**src/rtl/byte_lane_sequencer.sv**
```systemverilog
// byte_lane_sequencer
// Breaks one word request covering byte lanes begin_offset..end_offset into a
// run of single-byte memory accesses, then returns one word response.
//
// Handshakes: every channel uses valid/ready. A request transfers on a rising
// edge where req_valid && req_ready. A response transfers on a rising edge
// where rsp_valid && rsp_ready. A byte access is offered while mem_en is high.
// It completes on a rising edge where mem_ack is high. Until then, its address,
// write enable and write byte stay unchanged.
module byte_lane_sequencer #(
    parameter int OFFSET_SIZE = 2,
    parameter int ADDR_WIDTH  = 32,
    parameter int DATA_WIDTH  = 32
) (
    input  logic                   clk,
    input  logic                   rst,
    input  logic                   req_valid,
    output logic                   req_ready,
    input  logic                   req_we,
    input  logic [ADDR_WIDTH-1:0]  req_addr,
    input  logic [OFFSET_SIZE-1:0] begin_offset,
    input  logic [OFFSET_SIZE-1:0] end_offset,
    input  logic [DATA_WIDTH-1:0]  req_wdata,
    output logic                   mem_en,
    output logic                   mem_we,
    output logic [ADDR_WIDTH-1:0]  mem_addr,
    output logic [7:0]             mem_wdata,
    input  logic [7:0]             mem_rdata,
    input  logic                   mem_ack,
    output logic                   rsp_valid,
    input  logic                   rsp_ready,
    output logic [DATA_WIDTH-1:0]  rsp_rdata,
    output logic                   rsp_err
);

    localparam int BASE_W = ADDR_WIDTH - OFFSET_SIZE;

    typedef enum logic [1:0] {
        IDLE  = 2'd0,
        ISSUE = 2'd1,
        RESP  = 2'd2
    } state_t;

    state_t                 state_q, state_d;
    logic                   we_q, we_d;
    logic [BASE_W-1:0]      base_q, base_d;
    logic [OFFSET_SIZE-1:0] begin_q, begin_d;
    logic [OFFSET_SIZE-1:0] end_q, end_d;
    logic [OFFSET_SIZE-1:0] cur_q, cur_d;
    logic [DATA_WIDTH-1:0]  wdata_q, wdata_d;
    logic [DATA_WIDTH-1:0]  rdata_q, rdata_d;
    logic                   err_q, err_d;
    // Goes high on the first clock edge after reset. Until then, req_ready stays low.
    logic                   live_q, live_d;

    logic accept;
    logic last_lane;

    assign accept    = req_valid && req_ready;
    assign last_lane = (cur_q == end_q);

    // Next-state and datapath update for the request/issue/response sequence.
    always_comb begin
        state_d = state_q;
        we_d    = we_q;
        base_d  = base_q;
        begin_d = begin_q;
        end_d   = end_q;
        cur_d   = cur_q;
        wdata_d = wdata_q;
        rdata_d = rdata_q;
        err_d   = err_q;
        live_d  = 1'b1;

        unique case (state_q)
            IDLE: begin
                if (accept) begin
                    we_d    = req_we;
                    base_d  = req_addr[ADDR_WIDTH-1:OFFSET_SIZE];
                    begin_d = begin_offset;
                    end_d   = end_offset;
                    wdata_d = req_wdata;
                    rdata_d = '0;
                    err_d   = 1'b0;
                    if (begin_offset <= end_offset) begin
                        cur_d   = begin_offset;
                        state_d = ISSUE;
                    end else begin
                        // A reversed lane range is reported without touching memory.
                        err_d   = 1'b1;
                        state_d = RESP;
                    end
                end
            end
            ISSUE: begin
                if (mem_ack) begin
                    if (!we_q) begin
                        rdata_d[{cur_q, 3'b000} +: 8] = mem_rdata;
                    end
                    if (last_lane) begin
                        state_d = RESP;
                    end else begin
                        // The counter never passes end_q, so it cannot wrap.
                        cur_d = cur_q + 1'b1;
                    end
                end
            end
            RESP: begin
                if (rsp_ready) begin
                    state_d = IDLE;
                end
            end
            default: state_d = IDLE;
        endcase
    end

    // State and datapath registers. Reset clears them at once and abandons any transaction in progress.
    always_ff @(posedge clk or posedge rst) begin
        if (rst) begin
            state_q <= IDLE;
            we_q    <= 1'b0;
            base_q  <= '0;
            begin_q <= '0;
            end_q   <= '0;
            cur_q   <= '0;
            wdata_q <= '0;
            rdata_q <= '0;
            err_q   <= 1'b0;
            live_q  <= 1'b0;
        end else begin
            state_q <= state_d;
            we_q    <= we_d;
            base_q  <= base_d;
            begin_q <= begin_d;
            end_q   <= end_d;
            cur_q   <= cur_d;
            wdata_q <= wdata_d;
            rdata_q <= rdata_d;
            err_q   <= err_d;
            live_q  <= live_d;
        end
    end

    // Outputs depend only on registered state. Memory-side signals are zero unless an access is being offered.
    always_comb begin
        req_ready = 1'b0;
        mem_en    = 1'b0;
        mem_we    = 1'b0;
        mem_addr  = '0;
        mem_wdata = '0;
        rsp_valid = 1'b0;
        rsp_rdata = rdata_q;
        rsp_err   = err_q;

        unique case (state_q)
            IDLE: begin
                req_ready = live_q;
            end
            ISSUE: begin
                mem_en    = 1'b1;
                mem_we    = we_q;
                mem_addr  = {base_q, cur_q};
                mem_wdata = wdata_q[{cur_q, 3'b000} +: 8];
            end
            RESP: begin
                rsp_valid = 1'b1;
            end
            default: ;
        endcase
    end

endmodule
```
**config.mk**
```make
export PLATFORM = sky130hd
export DESIGN_NAME = byte_lane_sequencer
export DESIGN_NICKNAME = d
export VERILOG_FILES = /design/src/rtl/byte_lane_sequencer.sv
export SDC_FILE = /design/constraint.sdc
export NUM_CORES = 1
export LEC_CHECK = 0
export BUFFER_PORTS_ARGS = -buffer_cell sky130_fd_sc_hd__buf_2
export CORE_AREA = 3 3 108 110
export DETAILED_ROUTE_END_ITERATION = 8
export DIE_AREA = 0 0 111 113
export MAX_ROUTING_LAYER = met4
export PLACE_DENSITY_LB_ADDON = 0.25
export SLEW_MARGIN = 15
export SYNTH_ARGS = -nofsm -noshare
export SYNTH_HDL_FRONTEND = slang
export SYNTH_SLANG_ARGS = --single-unit
```
**constraint.sdc**
```tcl
create_clock -name clk -period 3.6 [get_ports clk]
set_clock_uncertainty 0.2 [all_clocks]
set_input_delay 0.36 -clock clk [delete_from_list [all_inputs] [get_ports clk]]
set_output_delay 0.36 -clock clk [all_outputs]
set_load 0.1 [all_outputs]
```
==> results of run 1 <==
-- final timing paths --
kind | start | end | slack (ps) | cells after the start
max in group asynchronous | rst | rsp_rdata[30] | 2400 | 3
worst max register to register | cur_q[0] | rsp_rdata[22] | 970 | 6
min in group clk | req_wdata[7] | wdata_q[7] | 30 | 2
worst min-delay path | rst | rsp_rdata[20] | -10 | 2
worst min register to register | base_q[13] | base_q[13] | 280 | 1
worst max-delay path | state_q[0] | mem_addr[25] | 520 | 6
-- logic make-up (layout without fill, tap and decap cells) --
family / after synthesis / count (layout) / synth area share, %
DFF: 103 / 103 / 53.1
and+or+nand+nor: 91 / 91 / 12.3
muxes: 76 / 76 / 19.4
buffers and inverters: 67 / 235 / 6.21
AOI/OAI and AO/OA: 45 / 45 / 6.80
adders and majority gates: 7 / 7 / 1.80
xor gates and xnor gates: 2 / 2 / 0.361
other: 1 / 2 / 0.0772
-- area by class of cell --
class / count / area (um2)
Clock inverter: 5 / 104
Fill cell: 958 / 4680
Inverter: 45 / 171
Timing Repair Buffer: 174 / 951
Clock buffer: 11 / 151
Antenna cell: 1 / 2.50
Sequential cell: 103 / 2580
Tap cell: 140 / 175
Multi-Input combinational cell: 222 / 1980
-- layer usage --
| layer | track usage [%] | up-vias | wire [um] |
|---|---|---|---|
| li1 | - | 1654 | - |
| met1 | 22.2 | 1705 | 4550 |
| met2 | 30.3 | 106 | 5340 |
| met3 | 5.67 | 7 | 802 |
| met4 | 4.02 | 0 | 84 |
| met5 | - | - | 0 |
-- critical path: cells and delay by family (launching register included) --
kind                   cells  cell delay [ps]
buffers and inverters      4             1260
flip-flops                 1              620
AND/OR/NAND/NOR            2              290
-- metrics by stage --
stage	hold slack, ps	area (um2)	util, %
2_1_floorplan	249	4860	-
3_3_place_gp	262	5760	53.4
3_5_place_dp	267	5760	53.4
4_1_cts	3.27	6110	56.6
5_1_grt	0.879	6110	56.6
6_report	-9.55	6110	56.6
-- synth_stat cells, types with 4 or more instances --
cell,number
sky130_fd_sc_hd__ha_1,7
sky130_fd_sc_hd__inv_1,45
sky130_fd_sc_hd__o21ai_1,5
sky130_fd_sc_hd__dfrtp_1,103
sky130_fd_sc_hd__buf_4,6
sky130_fd_sc_hd__a221oi_4,4
sky130_fd_sc_hd__and2_1,39
sky130_fd_sc_hd__nand2_1,4
sky130_fd_sc_hd__mux4_2,8
sky130_fd_sc_hd__o21ai_0,29
sky130_fd_sc_hd__clkbuf_1,4
sky130_fd_sc_hd__mux2_2,55
sky130_fd_sc_hd__buf_2,10
sky130_fd_sc_hd__nand3_1,33
sky130_fd_sc_hd__mux2_1,10
-- state kept, by name, summed over array words and instances (netlist names) --
register and count:
wdata_q 32, base_q 30, rsp_err 1, cur_q 2
state_q 2, live_q 1, end_q 2, we_q 1
rsp_rdata 32
-- where the power goes --
part           leakage, nW  internal [mW]  switching (mW)
sequential            1.29           1.57           0.241
combinational         1.58          0.828            1.94
clock                0.130          0.500           0.387
==> run summary, run 1 <==
final setup violating endpoints - 0
total nets after synthesis - 481
critical path start-end classification - flop to output pin
worst-margin pin slew - 921 ps
maximum cell stage delay along the critical path - 620 ps
placed cell count - 675
post-synthesis cell type with the largest combined area - sky130_fd_sc_hd__dfrtp_1
initial cell density of the core - 45.0%
area share of the largest cell type after synthesis - 53.1%
Top Ports - 159
Vias per Instance - 4.95
routability cong. - 0.807
total die area - 12500 um2
worst relative slew slack - 38.6%
Post-Syn Area - 4860 um2
Seq cells post-synth - 103
PwrDens - 895 nW/um2
Avg Cell Area, Syn - 12.4 um2
clock tree from TritonCTS - done
Die Width - 111 um
cells taking the most area after synthesis - sky130_fd_sc_hd__dfrtp_1 53%, sky130_fd_sc_hd__mux2_2 13%, sky130_fd_sc_hd__and2_1 5.0%
async set-or-reset flop fraction in the synthesized netlist - 100%
number of remaining DRC errors - 0
critical path arrival - 2520 ps
Detailed Routing Iterations Pass 1 - 4
Critical Path Source Type - flop
Final Max Slew Viols - 0
signed area change from the synthesized netlist to the final layout - 25.8%
Layout Cells excl Fill - 701
data required time at the worst endpoint - 3040 ps
share of the yosys chip area belonging to registers - 53.1%
accumulated negative setup slack - 0 ps
highest achievable clock rate - 325 MHz
clock net sink count - 103
GRT Residual Overflow - 0
number of instances in the synthesized netlist - 392
Yosys Warn Count - 0
Yosys cell types - 36
GRT Resource Usage Total - 18.3%
minimum setup slack after placement - 884 ps
maximum number of pins on one net before global-route repair - 75
H-tree Lvls - 3
final hold slack - -9.55 ps
Critical Path End Type - output pin
worst min path class - input pin to async pin
clock-pin slew of the registers on the worst-case setup and hold paths - 100 ps
count of nets left with antenna violations after detail routing - 0
result of the run - finished, violations left
HPWL after detailed placement - 7.78 mm
initial antenna violation count - 1
Most used DFF post-synth - sky130_fd_sc_hd__dfrtp_1
first-iteration detailed-routing DRC count - 173
worst vdd rail ir drop - 521 uV
Buffers on Ports - 156
Resize count post-CTS - 0
Final nets - 644
Final Critical Period - 3080 ps
Max-Cap Viols - 0
Total Routed Length - 10.8 mm
global-route wire length before repair - 18.1 mm
PnR worst setup slack - 520 ps
cells traversed along the worst timing path - nand2b_1 -> buf_4 -> inv_1 -> buf_4 -> and2_1 -> buf_2
number of enable flip-flop cells after synthesis - 0
leakage power of the design - 3.00 nW
maximum buffer depth of the clock tree - 2
final number of hold-violating endpoints - 8
RSZ-0062 raised after global routing - false
via count - 3472
largest driver fanout on the critical path - 29
Clock Latency Late Sink - 350 ps
routed length per placed instance - 15.4 um
Worst path slowest cell - sky130_fd_sc_hd__dfrtp_1
commonest cells after routing, fill and taps aside - 156 x sky130_fd_sc_hd__buf_2, 103 x sky130_fd_sc_hd__dfrtp_1, 55 x sky130_fd_sc_hd__mux2_2, 44 x sky130_fd_sc_hd__inv_1, 39 x sky130_fd_sc_hd__and2_1
share of post-route cells with drive strength above 1 - 45.7%
most used cell, CP - sky130_fd_sc_hd__buf_4
Core Box Area - 10800 um2
CTS Hold Bufs - 9
overall power after layout - 5.47 mW
height of the die - 113 um
total CTS buffers - 9
root buffer cell - sky130_fd_sc_hd__clkbuf_8
most common library cell in the layout ignoring fill and taps - sky130_fd_sc_hd__buf_2
failing checks - negative hold slack
# rows - 38
via count of the first global-routing pass - 3754
number of setup buffers added after CTS - 0
share of the cycle needed by the critical path after routing - 85.6%
No activity file was read; power rests on OpenSTA's default activity.
==> inputs of run 2 (changes only) <==
--- a/config.mk
+++ b/config.mk
@@ -6,9 +6,9 @@
 export NUM_CORES = 1
 export LEC_CHECK = 0
 export BUFFER_PORTS_ARGS = -buffer_cell sky130_fd_sc_hd__buf_2
-export CORE_AREA = 3 3 108 110
+export CORE_AREA = 3 3 115 117
 export DETAILED_ROUTE_END_ITERATION = 8
-export DIE_AREA = 0 0 111 113
+export DIE_AREA = 0 0 118 120
 export MAX_ROUTING_LAYER = met4
 export PLACE_DENSITY_LB_ADDON = 0.25
 export SLEW_MARGIN = 15
==> run 2 against run 1 <==
- the flow now finishes without violations
- setup slack got worse by 53 ps
- routed wire length increased by 0.30%
- sequential share of layout area rose by 0.52 points
- combinational power down 2%
- register-to-register slack got worse by 20 ps
==> run summary, run 2 (synthesis gave the netlist of run 1 again) <==
result of the run - finished clean (was finished, violations left)
H-tree Lvls - 3 (unchanged)
GRT Resource Usage Total - 16.5% (was 18.3%)
leakage power of the design - 2.94 nW (was 3.00 nW)
signed area change from the synthesized netlist to the final layout - 24.3% (was 25.8%)
via count - 3451 (was 3472)
critical path arrival - 2570 ps (was 2520 ps)
Final Max Slew Viols - 0 (unchanged)
Final nets - 633 (was 644)
CTS Hold Bufs - 0 (was 9)
height of the die - 120 um (was 113 um)
Final Critical Period - 3130 ps (was 3080 ps)
total CTS buffers - 9 (unchanged)
PwrDens - 900 nW/um2 (was 895 nW/um2)
RSZ-0062 raised after global routing - false (unchanged)
initial antenna violation count - 1 (unchanged)
routability cong. - 0.786 (was 0.807)
share of the cycle needed by the critical path after routing - 87.0% (was 85.6%)
Top Ports - 159 (unchanged)
clock tree from TritonCTS - done (unchanged)
worst relative slew slack - 30.6% (was 38.6%)
data required time at the worst endpoint - 3040 ps (about the same)
maximum buffer depth of the clock tree - 2 (unchanged)
Critical Path End Type - output pin (unchanged)
worst vdd rail ir drop - 493 uV (was 521 uV)
placed cell count - 705 (was 675)
final instance area - 6040 um2 (was 6110 um2)
worst min path class - input pin to flop (was input pin to async pin)
Resize count post-CTS - 0 (unchanged)
dpl cell area - 5780 um2 (was 5760 um2)
Die Width - 118 um (was 111 um)
count of nets left with antenna violations after detail routing - 0 (unchanged)
share of post-route cells with drive strength above 1 - 45.5% (was 45.7%)
largest driver fanout on the critical path - 30 (was 29)
most common library cell in the layout ignoring fill and taps - sky130_fd_sc_hd__buf_2 (unchanged)
Layout Cells excl Fill - 722 (was 701)
final hold slack - 33.8 ps (was -9.55 ps)
Max-Cap Viols - 0 (unchanged)
Buffers on Ports - 156 (unchanged)
number of setup buffers added after CTS - 0 (unchanged)
Detailed Routing Iterations Pass 1 - 4 (unchanged)
highest achievable clock rate - 319 MHz (was 325 MHz)
GRT Residual Overflow - 0 (unchanged)
Total Routed Length - 10.8 mm (about the same)
clock net sink count - 103 (unchanged)
via count of the first global-routing pass - 3609 (was 3754)
routed length per placed instance - 15.0 um (was 15.4 um)
final setup violating endpoints - 0 (unchanged)
number of remaining DRC errors - 0 (unchanged)
count of fill cells added during filler insertion - 1203 (was 958)
worst-margin pin slew - 1040 ps (was 921 ps)
first-iteration detailed-routing DRC count - 167 (was 173)
critical path start-end classification - flop to output pin (unchanged)
final number of hold-violating endpoints - 0 (was 8)
Core Box Area - 12500 um2 (was 10800 um2)
accumulated negative setup slack - 0 ps (unchanged)
Clock Latency Late Sink - 340 ps (was 350 ps)
core utilization of the finished layout - 48.4% (was 56.6%)
total die area - 14200 um2 (was 12500 um2)
root buffer cell - sky130_fd_sc_hd__clkbuf_16 (was sky130_fd_sc_hd__clkbuf_8)
# rows - 41 (was 38)
HPWL after detailed placement - 7.86 mm (was 7.78 mm)
Vias per Instance - 4.78 (was 4.95)
Critical Path Source Type - flop (unchanged)
clock-pin slew of the registers on the worst-case setup and hold paths - 70 ps (was 100 ps)
global-route wire length before repair - 18.0 mm (was 18.1 mm)
initial cell density of the core - 39.0% (was 45.0%)
commonest cells after routing, fill and taps aside - 156 x sky130_fd_sc_hd__buf_2, 103 x sky130_fd_sc_hd__dfrtp_1, 55 x sky130_fd_sc_hd__mux2_2, 44 x sky130_fd_sc_hd__inv_1, 39 x sky130_fd_sc_hd__and2_1 (unchanged)
maximum number of pins on one net before global-route repair - 86 (was 75)
[run 2: cell types whose count changed in the layout (fill, tap and decap cells not counted), sizes merged]
cell	before	now
bufinv	3	0
buf	165	163
inv	45	46
clkbuf	11	13
dlygate4sd3	9	0
[run 2: report_power, final]
part           internal [mW]  switching, mW  leakage [nW]
sequential              1.58          0.268          1.29
combinational          0.805           1.90          1.53
clock                  0.470          0.410         0.128
total                   2.85           2.58          2.94
[run 2: per-stage QoR]
step | setup slack [ps] | total power, mW
final | 467 | 5.43
after detailed placement | 791 | 4.61
after global placement | 807 | 4.55
after CTS | 401 | 5.51
after global routing | 262 | 5.75
after floorplan | 233 | 4.16
[run 2: worst max-delay path: stages, from the launching register on]
cell and delay (ps):
sky130_fd_sc_hd__dfrtp_1 570, sky130_fd_sc_hd__nand2b_1 240, sky130_fd_sc_hd__buf_4 170, sky130_fd_sc_hd__inv_1 270
sky130_fd_sc_hd__buf_4 360, sky130_fd_sc_hd__and2_1 170, sky130_fd_sc_hd__buf_2 430
[run 2: final cells by class]
class | count | area [um2] | share of cell area [%]
Sequential cell | 103 | 2580 | 42.7
Multi-Input combinational cell | 222 | 1980 | 32.8
Timing Repair Buffer | 163 | 833 | 13.8
Clock buffer | 13 | 240 | 3.98
Tap cell | 172 | 215 | 3.56
Inverter | 45 | 171 | 2.84
Clock inverter | 3 | 18.8 | 0.311
Antenna cell | 1 | 2.50 | 0.0414
[run 2: final timing paths]
path | startpoint | slack [ps] | end | cells past startpoint
hold / removal | req_addr[13] | 30 | base_q[11] | 2
setup reg to reg | cur_q[0] | 950 | rsp_rdata[0] | 5
min in group asynchronous | rst | 70 | rsp_rdata[2] | 2
hold reg to reg | base_q[11] | 270 | base_q[11] | 1
max in group asynchronous | rst | 2270 | rsp_rdata[31] | 3
setup / recovery | state_q[1] | 470 | mem_wdata[6] | 6
[run 2: routing by layer]
| layer | wire [um] | global-route usage (%) | up-vias |
|---|---|---|---|
| met5 | 0 | - | - |
| met4 | 116 | 4.18 | 0 |
| met3 | 812 | 5.28 | 10 |
| met2 | 5240 | 25.6 | 126 |
| met1 | 4640 | 21.1 | 1682 |
| li1 | - | - | 1633 |
==> inputs of run 3 (changes only) <==
--- a/config.mk
+++ b/config.mk
@@ -11,6 +11,7 @@
 export DIE_AREA = 0 0 118 120
 export MAX_ROUTING_LAYER = met4
 export PLACE_DENSITY_LB_ADDON = 0.25
+export RECOVER_POWER = 25
 export SLEW_MARGIN = 15
 export SYNTH_ARGS = -nofsm -noshare
 export SYNTH_HDL_FRONTEND = slang
==> run 3 against run 2 <==
- the flow now finishes with violations (max-capacitance violations, max-slew violations)
- routed wire length hardly changed
- global-route usage unchanged
- worst hold slack about the same
- largest power group unchanged
- non-clock buffer count is the same
- fmax is essentially flat
- cell area barely moved
- first-iteration DRC count did not move
- sequential power is essentially flat
- critical endpoint unchanged
==> run summary, run 3 (synthesis gave the netlist of run 1 again) <==
result of the run - finished, violations left (was finished clean)
failing checks - max-capacitance violations, max-slew violations
highest achievable clock rate - 319 MHz (about the same)
leakage power of the design - 2.94 nW (about the same)
Buffers on Ports - 156 (unchanged)
Critical Path End Type - output pin (unchanged)
share of the cycle needed by the critical path after routing - 87.0% (about the same)
worst vdd rail ir drop - 493 uV (about the same)
most common library cell in the layout ignoring fill and taps - sky130_fd_sc_hd__buf_2 (unchanged)
routed length per placed instance - 15.0 um (about the same)
core utilization of the finished layout - 48.4% (about the same)
via count of the first global-routing pass - 3609 (unchanged)
total die area - 14200 um2 (unchanged)
height of the die - 120 um (unchanged)
critical path start-end classification - flop to output pin (unchanged)
GRT Resource Usage Total - 16.5% (unchanged)
maximum buffer depth of the clock tree - 2 (unchanged)
largest driver fanout on the critical path - 30 (unchanged)
share of post-route cells with drive strength above 1 - 45.5% (unchanged)
Critical Path Source Type - flop (unchanged)
WL met2 - 5.23 mm (was 5.24 mm)
Total Routed Length - 10.8 mm (about the same)
top metal layer carrying routed signals - met4 (unchanged)
accumulated negative setup slack - 0 ps (unchanged)
via count - 3447 (was 3451)
Final nets - 633 (unchanged)
critical path arrival - 2570 ps (about the same)
HPWL after detailed placement - 7.86 mm (unchanged)
final number of hold-violating endpoints - 0 (unchanged)
cell family with most CP delay - buffers and inverters (unchanged)
Top Ports - 159 (unchanged)
clock net sink count - 103 (unchanged)
Layout Cells excl Fill - 722 (unchanged)
final setup violating endpoints - 0 (unchanged)
# rows - 41 (unchanged)
placed cell count - 705 (unchanged)
worst min path class - input pin to flop (unchanged)
Resize count post-CTS - 0 (unchanged)
routability cong. - 0.786 (unchanged)
PwrDens - 900 nW/um2 (about the same)
commonest cells after routing, fill and taps aside - 156 x sky130_fd_sc_hd__buf_2, 103 x sky130_fd_sc_hd__dfrtp_1, 55 x sky130_fd_sc_hd__mux2_2, 44 x sky130_fd_sc_hd__inv_1, 39 x sky130_fd_sc_hd__and2_1 (unchanged)
CTS Hold Bufs - 0 (unchanged)
met3 wire length - 806 um (was 812 um)
initial cell density of the core - 39.0% (unchanged)
global-route wire length before repair - 18.0 mm (unchanged)
total CTS buffers - 9 (unchanged)
H-tree Lvls - 3 (unchanged)
Vias per Instance - 4.77 (was 4.78)
clock tree from TritonCTS - done (unchanged)
data required time at the worst endpoint - 3040 ps (about the same)
number of buffer and inverter instances along the worst setup path - 4 (unchanged)
number of remaining DRC errors - 0 (unchanged)
worst-margin pin slew - 1760 ps (was 1040 ps)
maximum number of pins on one net before global-route repair - 86 (unchanged)
first-iteration detailed-routing DRC count - 167 (unchanged)
clock-pin slew of the registers on the worst-case setup and hold paths - 70 ps (about the same)
Final Max Slew Viols - 86 (was 0)
Detailed Routing Iterations Pass 1 - 4 (unchanged)
signed area change from the synthesized netlist to the final layout - 24.2% (was 24.3%)
Max-Cap Viols - 1 (was 0)
count of fill cells added during filler insertion - 1204 (was 1203)
root buffer cell - sky130_fd_sc_hd__clkbuf_16 (unchanged)
most used cell, CP - sky130_fd_sc_hd__buf_4 (unchanged)
worst relative slew slack - -17.3% (was 30.6%)
Die Width - 118 um (unchanged)
RSZ-0062 raised after global routing - false (unchanged)
Final Critical Period - 3130 ps (about the same)
maximum cell stage delay along the critical path - 570 ps (about the same)
Core Box Area - 12500 um2 (unchanged)
number of setup buffers added after CTS - 0 (unchanged)
GRT Residual Overflow - 0 (unchanged)
count of nets left with antenna violations after detail routing - 0 (unchanged)
cells traversed along the worst timing path - nand2b_1 -> buf_4 -> inv_1 -> buf_4 -> and2_1 -> buf_2 (unchanged)
wire length the detailed router placed on met1 - 4.65 mm (was 4.64 mm)
Clock Latency Late Sink - 340 ps (about the same)
initial antenna violation count - 1 (unchanged)
Worst path slowest cell - sky130_fd_sc_hd__dfrtp_1 (unchanged)
==> run 3: cell counts in the layout (fill, tap and decap cells not counted) <==
No cell type changed its count.
==> run 3: where the power goes <==
part / leakage, nW / switching (mW) / internal (mW) / total (mW)
logic: 1.53 / 1.90 / 0.805 / 2.71
registers: 1.29 / 0.269 / 1.58 / 1.84
clock network: 0.128 / 0.409 / 0.470 / 0.880
total: 2.94 / 2.58 / 2.85 / 5.43
==> run 3: path summary, 6_finish.rpt <==
| check | to | depth (start not counted) | slack [ps] | start |
|---|---|---|---|---|
| worst max-delay path | mem_wdata[6] | 6 | 470 | state_q[1] |
| min in group asynchronous | rsp_rdata[2] | 2 | 380 | rst |
| worst min-delay path | base_q[11] | 2 | 30 | req_addr[13] |
| worst max register to register | rsp_rdata[0] | 5 | 950 | cur_q[0] |
| max in group asynchronous | rsp_rdata[31] | 3 | 1710 | rst |
| worst min register to register | base_q[11] | 1 | 270 | base_q[11] |
==> run 3: area by class of cell <==
cell class / instances / area (um2) / share of cell area [%]
flip-flops and latches: 103 / 2580 / 42.7
multi-input cells: 222 / 1980 / 32.8
repair buffers: 163 / 833 / 13.8
clock buffers: 13 / 240 / 3.98
well taps: 172 / 215 / 3.57
inverters: 45 / 169 / 2.80
clock inverters: 3 / 18.8 / 0.311
diodes: 1 / 2.50 / 0.0415
==> run 3: through the flow <==
| stage | total power [mW] | worst slack (ps) | area, um2 | hold slack [ps] |
|---|---|---|---|---|
| floorplan | 4.16 | 233 | 4860 | 249 |
| global placement | 4.55 | 807 | 5780 | 260 |
| detailed placement | 4.61 | 791 | 5780 | 268 |
| CTS | 5.51 | 401 | 6040 | 19.6 |
| global route | 5.75 | 262 | 6040 | 24.2 |
| finish | 5.43 | 466 | 6040 | 33.8 |
==> run 3: per-layer routing <==
layer  track usage, %  vias to the layer above
met5                -                        -
met3             5.28                       10
li1                 -                     1633
met2             25.6                      123
met1             21.1                     1681
met4             4.18                        0
